$ cat src/rtl/snn_pkg.sv
// Shared constants for the spiking-network event path: default field widths,
// event word layout and a packing helper used by the event logger.
package snn_pkg;

  localparam int TS_WIDTH_DEF   = 8;
  localparam int U_WIDTH_DEF    = 4;
  localparam int EVENT_WIDTH    = TS_WIDTH_DEF + U_WIDTH_DEF;

  // Field offsets inside an event word {timestamp, membrane potential}
  localparam int EV_U_LSB  = 0;
  localparam int EV_U_MSB  = U_WIDTH_DEF - 1;
  localparam int EV_TS_LSB = U_WIDTH_DEF;
  localparam int EV_TS_MSB = EVENT_WIDTH - 1;

  function automatic logic [EVENT_WIDTH-1:0] pack_event(
    input logic [TS_WIDTH_DEF-1:0] ts,
    input logic [U_WIDTH_DEF-1:0]  u
  );
    pack_event = {ts, u};
  endfunction

endpackage

$ cat src/rtl/event_fifo.sv
// Synchronous show-ahead FIFO: the head entry is visible on rd_data straight
// from storage; pointers carry a wrap bit so full/empty need no extra state.
module event_fifo
  import snn_pkg::*;
#(
  parameter int WIDTH = EVENT_WIDTH,
  parameter int DEPTH = 4
) (
  input  logic                     clk,
  input  logic                     reset,
  input  logic                     push,
  input  logic [WIDTH-1:0]         wr_data,
  input  logic                     pop,
  output logic [WIDTH-1:0]         rd_data,
  output logic                     full,
  output logic                     empty,
  output logic [$clog2(DEPTH):0]   level
);

  localparam int AW = $clog2(DEPTH);

  logic [WIDTH-1:0] mem_r [DEPTH];
  logic [AW:0]      wr_ptr_r;
  logic [AW:0]      rd_ptr_r;
  logic             push_ok_s;
  logic             pop_ok_s;
  logic [AW-1:0]    wr_idx_s;
  logic [AW-1:0]    rd_idx_s;

  assign wr_idx_s = wr_ptr_r[AW-1:0];
  assign rd_idx_s = rd_ptr_r[AW-1:0];

  assign empty = (wr_ptr_r == rd_ptr_r);
  assign full  = (wr_ptr_r[AW] != rd_ptr_r[AW]) && (wr_idx_s == rd_idx_s);
  assign level = wr_ptr_r - rd_ptr_r;

  // A push into a full FIFO is still accepted when the head leaves in the
  // same cycle: the write lands in the slot being vacated.
  assign pop_ok_s  = pop && !empty;
  assign push_ok_s = push && (!full || pop_ok_s);

  assign rd_data = mem_r[rd_idx_s];

  // Pointer registers
  always_ff @(posedge clk) begin
    if (reset) begin
      wr_ptr_r <= {(AW+1){1'b0}};
      rd_ptr_r <= {(AW+1){1'b0}};
    end else begin
      if (push_ok_s) begin
        wr_ptr_r <= wr_ptr_r + {{AW{1'b0}}, 1'b1};
      end
      if (pop_ok_s) begin
        rd_ptr_r <= rd_ptr_r + {{AW{1'b0}}, 1'b1};
      end
    end
  end

  // Storage array, cleared on reset so the idle head reads as zero
  always_ff @(posedge clk) begin
    if (reset) begin
      for (int i = 0; i < DEPTH; i++) begin
        mem_r[i] <= {WIDTH{1'b0}};
      end
    end else if (push_ok_s) begin
      mem_r[wr_idx_s] <= wr_data;
    end
  end

endmodule

$ cat src/rtl/spike_event_logger.sv
// Captures {timestamp, membrane potential} on every neuron spike into a small
// FIFO drained over valid/ready, and keeps sticky drop statistics.
module spike_event_logger
  import snn_pkg::*;
#(
  parameter int TS_WIDTH   = TS_WIDTH_DEF,
  parameter int U_WIDTH    = U_WIDTH_DEF,
  parameter int DEPTH      = 4,
  parameter int DROP_WIDTH = 8
) (
  input  logic                          clk,
  input  logic                          reset,
  input  logic                          en,
  input  logic                          spike_in,
  input  logic [U_WIDTH-1:0]            u_in,
  input  logic                          clr_stat,
  output logic                          ev_valid,
  input  logic                          ev_ready,
  output logic [TS_WIDTH+U_WIDTH-1:0]   ev_data,
  output logic [$clog2(DEPTH):0]        level,
  output logic                          overflow,
  output logic [DROP_WIDTH-1:0]         drop_cnt
);

  localparam int EW = TS_WIDTH + U_WIDTH;

  logic [TS_WIDTH-1:0] ts_r;
  logic                push_req_s;
  logic                pop_s;
  logic                drop_s;
  logic                full_s;
  logic                empty_s;
  logic [EW-1:0]       event_s;
  logic                drop_sat_s;

  assign push_req_s = en && spike_in;
  assign pop_s      = ev_valid && ev_ready;
  assign event_s    = {ts_r, u_in};
  assign ev_valid   = !empty_s;
  // Only a push that finds the FIFO full with no departing head is lost
  assign drop_s     = push_req_s && full_s && !pop_s;
  assign drop_sat_s = (drop_cnt == {DROP_WIDTH{1'b1}});

  // Free-running timestamp, advancing only while enabled
  always_ff @(posedge clk) begin
    if (reset) begin
      ts_r <= {TS_WIDTH{1'b0}};
    end else if (en) begin
      ts_r <= ts_r + {{(TS_WIDTH-1){1'b0}}, 1'b1};
    end
  end

  // Drop statistics; a clear in the same cycle as a drop leaves them at zero
  always_ff @(posedge clk) begin
    if (reset) begin
      overflow <= 1'b0;
      drop_cnt <= {DROP_WIDTH{1'b0}};
    end else if (clr_stat) begin
      overflow <= 1'b0;
      drop_cnt <= {DROP_WIDTH{1'b0}};
    end else if (drop_s) begin
      overflow <= 1'b1;
      if (!drop_sat_s) begin
        drop_cnt <= drop_cnt + {{(DROP_WIDTH-1){1'b0}}, 1'b1};
      end
    end
  end

  event_fifo #(
    .WIDTH (EW),
    .DEPTH (DEPTH)
  ) u_event_fifo (
    .clk     (clk),
    .reset   (reset),
    .push    (push_req_s),
    .wr_data (event_s),
    .pop     (pop_s),
    .rd_data (ev_data),
    .full    (full_s),
    .empty   (empty_s),
    .level   (level)
  );

endmodule

$ cat config.mk
export PLATFORM = sky130hd
export DESIGN_NAME = spike_event_logger
export DESIGN_NICKNAME = d
export VERILOG_FILES = /design/src/rtl/snn_pkg.sv /design/src/rtl/event_fifo.sv /design/src/rtl/spike_event_logger.sv
export SDC_FILE = /design/constraint.sdc
export NUM_CORES = 1
export LEC_CHECK = 0
export CAP_MARGIN = 15
export CORE_MARGIN = 1.5
export CORE_UTILIZATION = 27
export DETAILED_ROUTE_END_ITERATION = 8
export DONT_BUFFER_PORTS = 1
export GPL_TIMING_DRIVEN = 0
export PLACE_DENSITY_LB_ADDON = 0.2
export SETUP_SLACK_MARGIN = 0.2
export SLEW_MARGIN = 20
export SYNTH_ARGS = -nofsm -noshare
export SYNTH_HDL_FRONTEND = slang
export SYNTH_HIERARCHICAL = 1
export SYNTH_SLANG_ARGS = --single-unit
$ cat constraint.sdc
create_clock -name clk -period 4.4 [get_ports clk]
set_clock_uncertainty 0.05 [all_clocks]
set_input_delay 0.66 -clock clk [delete_from_list [all_inputs] [get_ports clk]]
set_output_delay 0.66 -clock clk [all_outputs]
set_load 0.02 [all_outputs]
==> impl_metrics.py <==
metrics = {
    "outcome": {
        "status": "completed",
    },
    "detailed_routing": {
        "drtAntennaViolNets": 0,
        "drc": 0,
        "first_pass_iters": 4,
        "drt-total-wl_um": 7300,
        "viasPerCell": 4.65,
        "wl_per_cell_um": 15.9,
        "vias": 2138,
        "drtIter0Drc": 136,
    },
    "placement": {
        "place_ws_ns": 0.897,
        "post-dp-hpwl_um": 4860,
        "port-buffer-count": 0,
        "gp_congestion": 0.758,
        "placed_cell_area_sq_mm": 0.00358,
    },
    "logic_synthesis": {
        "synth_flop_cell": "edfxtp_1",
        "synth.distinct_cells": 49,
        "syn_area_per_cell_sq_um": 12.1,
        "ys_seq_area_share_pct": 57.9,
        "mappedNetlistNets": 293,
        "synth_area_sq_mm": 0.00335,
        "ys_warn_count": 6,
        "async_flop_share_pct": 0,
        "synth_edf_count": 48,
        "ys_seq_elements": 73,
        "synth_cells": 276,
    },
    "critical_path": {
        "setup.worst_path.class": "reg2reg",
        "cp.arrival_ns": 3.37,
        "required_ns": 4.28,
        "worstPathCellList": "inv_1, ha_1, nand2_1, nor2_1, nand2b_1, inv_1, nand3b_1, o2111ai_2, buf_4, nand2_1",
        "critPathLaunchType": "flop",
        "cpPeakStageDelay_ns": 0.39,
        "crit_path_end_kind": "flop",
        "cpLargestDelayFamily": "simple AND/OR/NAND/NOR gates",
        "path_buf_inv": 3,
        "worstPathMaxFanout": 12,
        "cp_slowest_cell": "dfxtp_1",
    },
    "clock_network": {
        "insertion_delay_ns": 0.33,
        "cts.clk_slew.worst_paths_ns": 0.06,
        "cts_hold_buf": 0,
        "root_buffer": "clkbuf_16",
        "cts-resized-gates": 0,
        "cts.htree.levels": 3,
        "cts_tree": "done",
        "numCtsBuffers": 9,
        "post_cts_buffers": 0,
        "cts_buffer_depth": 2,
        "cts_sinks": 73,
    },
    "pwr": {
        "power.total_uw": 1710,
        "vdd_ir_drop_max_mv": 0.163,
        "pwr_density_cell_mw_per_mm2": 440,
        "p_leak_uw": 0.00130,
    },
    "floorplan": {
        "boundaryPins": 35,
        "rows": 40,
        "die_y_um": 114,
        "core_sq_mm": 0.0121,
        "die_w_um": 114,
        "start_util_pct": 27.8,
        "die-area_sq_mm": 0.0131,
    },
    "grt": {
        "overflow": 0,
        "met1_usage_pct": 14.2,
        "gr-usage-all-layers_pct": 12.3,
        "globalRouteMet2Util_pct": 20.8,
        "grt_first_pass_wirelength_um": 11800,
        "grt_max_degree": 16,
        "first_global_vias": 2239,
        "use_met3_pct": 4.61,
        "antenna_found_initial": 0,
        "gr-max-usage-layer": "met2",
    },
    "sta": {
        "tightest_slew_ns": 0.850,
        "fmax_mhz": 287,
        "fin_crit_sh_pct": 79.2,
        "setup_viol": 0,
        "tns_ns": 0,
        "drv_slew": 0,
        "period_needed_ns": 3.49,
        "slew-limit-headroom_pct": 42.9,
        "hold_slack_ns": 0.440,
        "rsz0062_at_grt": "no",
        "hold_viol": 0,
        "fin_ws_ns": 0.915,
    },
    "layout": {
        "antenna_cells": 0,
        "final_common_cell": "nor2_1",
        "fillers": 1211,
        "drive_gt1_share_pct": 17.5,
        "design_area_sq_mm": 0.00389,
        "nets": 304,
        "final_cell_mix": "nor2_1 (63), edfxtp_1 (48), dfxtp_1 (25), nand2_1 (22), mux4_2 (12)",
        "synthToLayoutAreaGrowth_pct": 15.9,
    },
    "run": {
        "cap_violations": 0,
    },
    "hold_path": {
        "holdCritPathClass": "reg2reg",
    },
}
[state kept, by name, summed over array words and instances, names as in the netlist, named ones only]
signal	flops
ts_r	8
u_event_fifo/mem_r	48
u_event_fifo/rd_ptr_r	3
u_event_fifo/wr_ptr_r	3
drop_cnt	8
overflow	1
[worst reg2reg max path: cells and delay by family, from the launching register on]
family	cells	cell delay, ns
compound gates	1	0.39
simple gates	5	1.31
fa+ha+maj	1	0.36
flops	1	0.39
buf+inv	3	0.58
[report_power, final]
part	internal (uW)	switching, uW	total (uW)
clock network	451	307	757
registers	760	15.0	775
logic	54.5	122	177
total	1270	444	1710
[worst paths after layout]
kind                         endpoint  slack [ns]                      from  cells after the start
max          u_event_fifo/mem_r[2][8]        0.91  u_event_fifo/wr_ptr_r[0]                     10
min                           ts_r[7]        0.44                   ts_r[7]                      2
min reg2reg                   ts_r[7]        0.44                   ts_r[7]                      2
max reg2reg  u_event_fifo/mem_r[2][8]        0.91  u_event_fifo/wr_ptr_r[0]                     10
[cell type report]
class	count	area [sq um]	share of cell area, %
buffer	12	73.8	1.90
clock buffer	9	225	5.79
clock inverter	7	85.1	2.19
inverter	10	37.5	0.966
multi-input combinational	181	1310	33.8
sequential	73	1940	50.0
tap	168	210	5.41
[per-stage QoR]
step           util, %  cells
4_1_cts           32.2    460
3_3_place_gp      29.5    444
5_1_grt           32.2    460
2_1_floorplan        -    276
3_5_place_dp      29.7    444
6_report          32.2    460
[metal layers]
layer  share of wire [%]  up-vias  wire [um]
met4                 1.4        0        102
met5                   0        -          0
li1                    -     1033          -
met3                 5.7        9        418
met2                  50       44       3630
met1                  43     1052       3150
[logic make-up (layout without fill, tap and decap cells)]
group / after synthesis / count (layout) / share of synthesized area, %
simple gates: 116 / 116 / 16.0
flops: 73 / 73 / 57.9
mux: 17 / 17 / 9.81
xor+xnor: 8 / 8 / 2.65
buf+inv: 22 / 38 / 3.32
fa+ha+maj: 7 / 7 / 2.84
compound gates: 33 / 33 / 7.43
[cells in the mapped netlist (2+ instances only)]
library cell  count  area share (%)
a21oi_1           7             1.0
a31oi_1           2            0.37
and3_1            2            0.37
buf_2             2            0.30
buf_4             3            0.67
buf_6             2            0.67
clkbuf_1          5            0.56
dfxtp_1          25              15
edfxtp_1         48              43
ha_1              6             2.2
inv_1             9             1.0
mux2_2            3             1.0
mux4_2           12             8.1
nand2_1          22             2.5
nand3_1           4            0.60
nand4_1           4            0.75
nor2_1           63             7.1
nor2b_1           2            0.37
nor3_1            2            0.30
o2111ai_1         2            0.52
o2111ai_2         3             1.3
o211ai_1          2            0.45
o21a_1            2            0.45
o21ai_0           4            0.60
o31ai_1           5             1.1
o41ai_1           2            0.52
or3_1             3            0.56
or4_1             4            0.90
xnor2_1           2            0.52
xor2_1            5             1.3
Power figures use the tool's default switching activity.
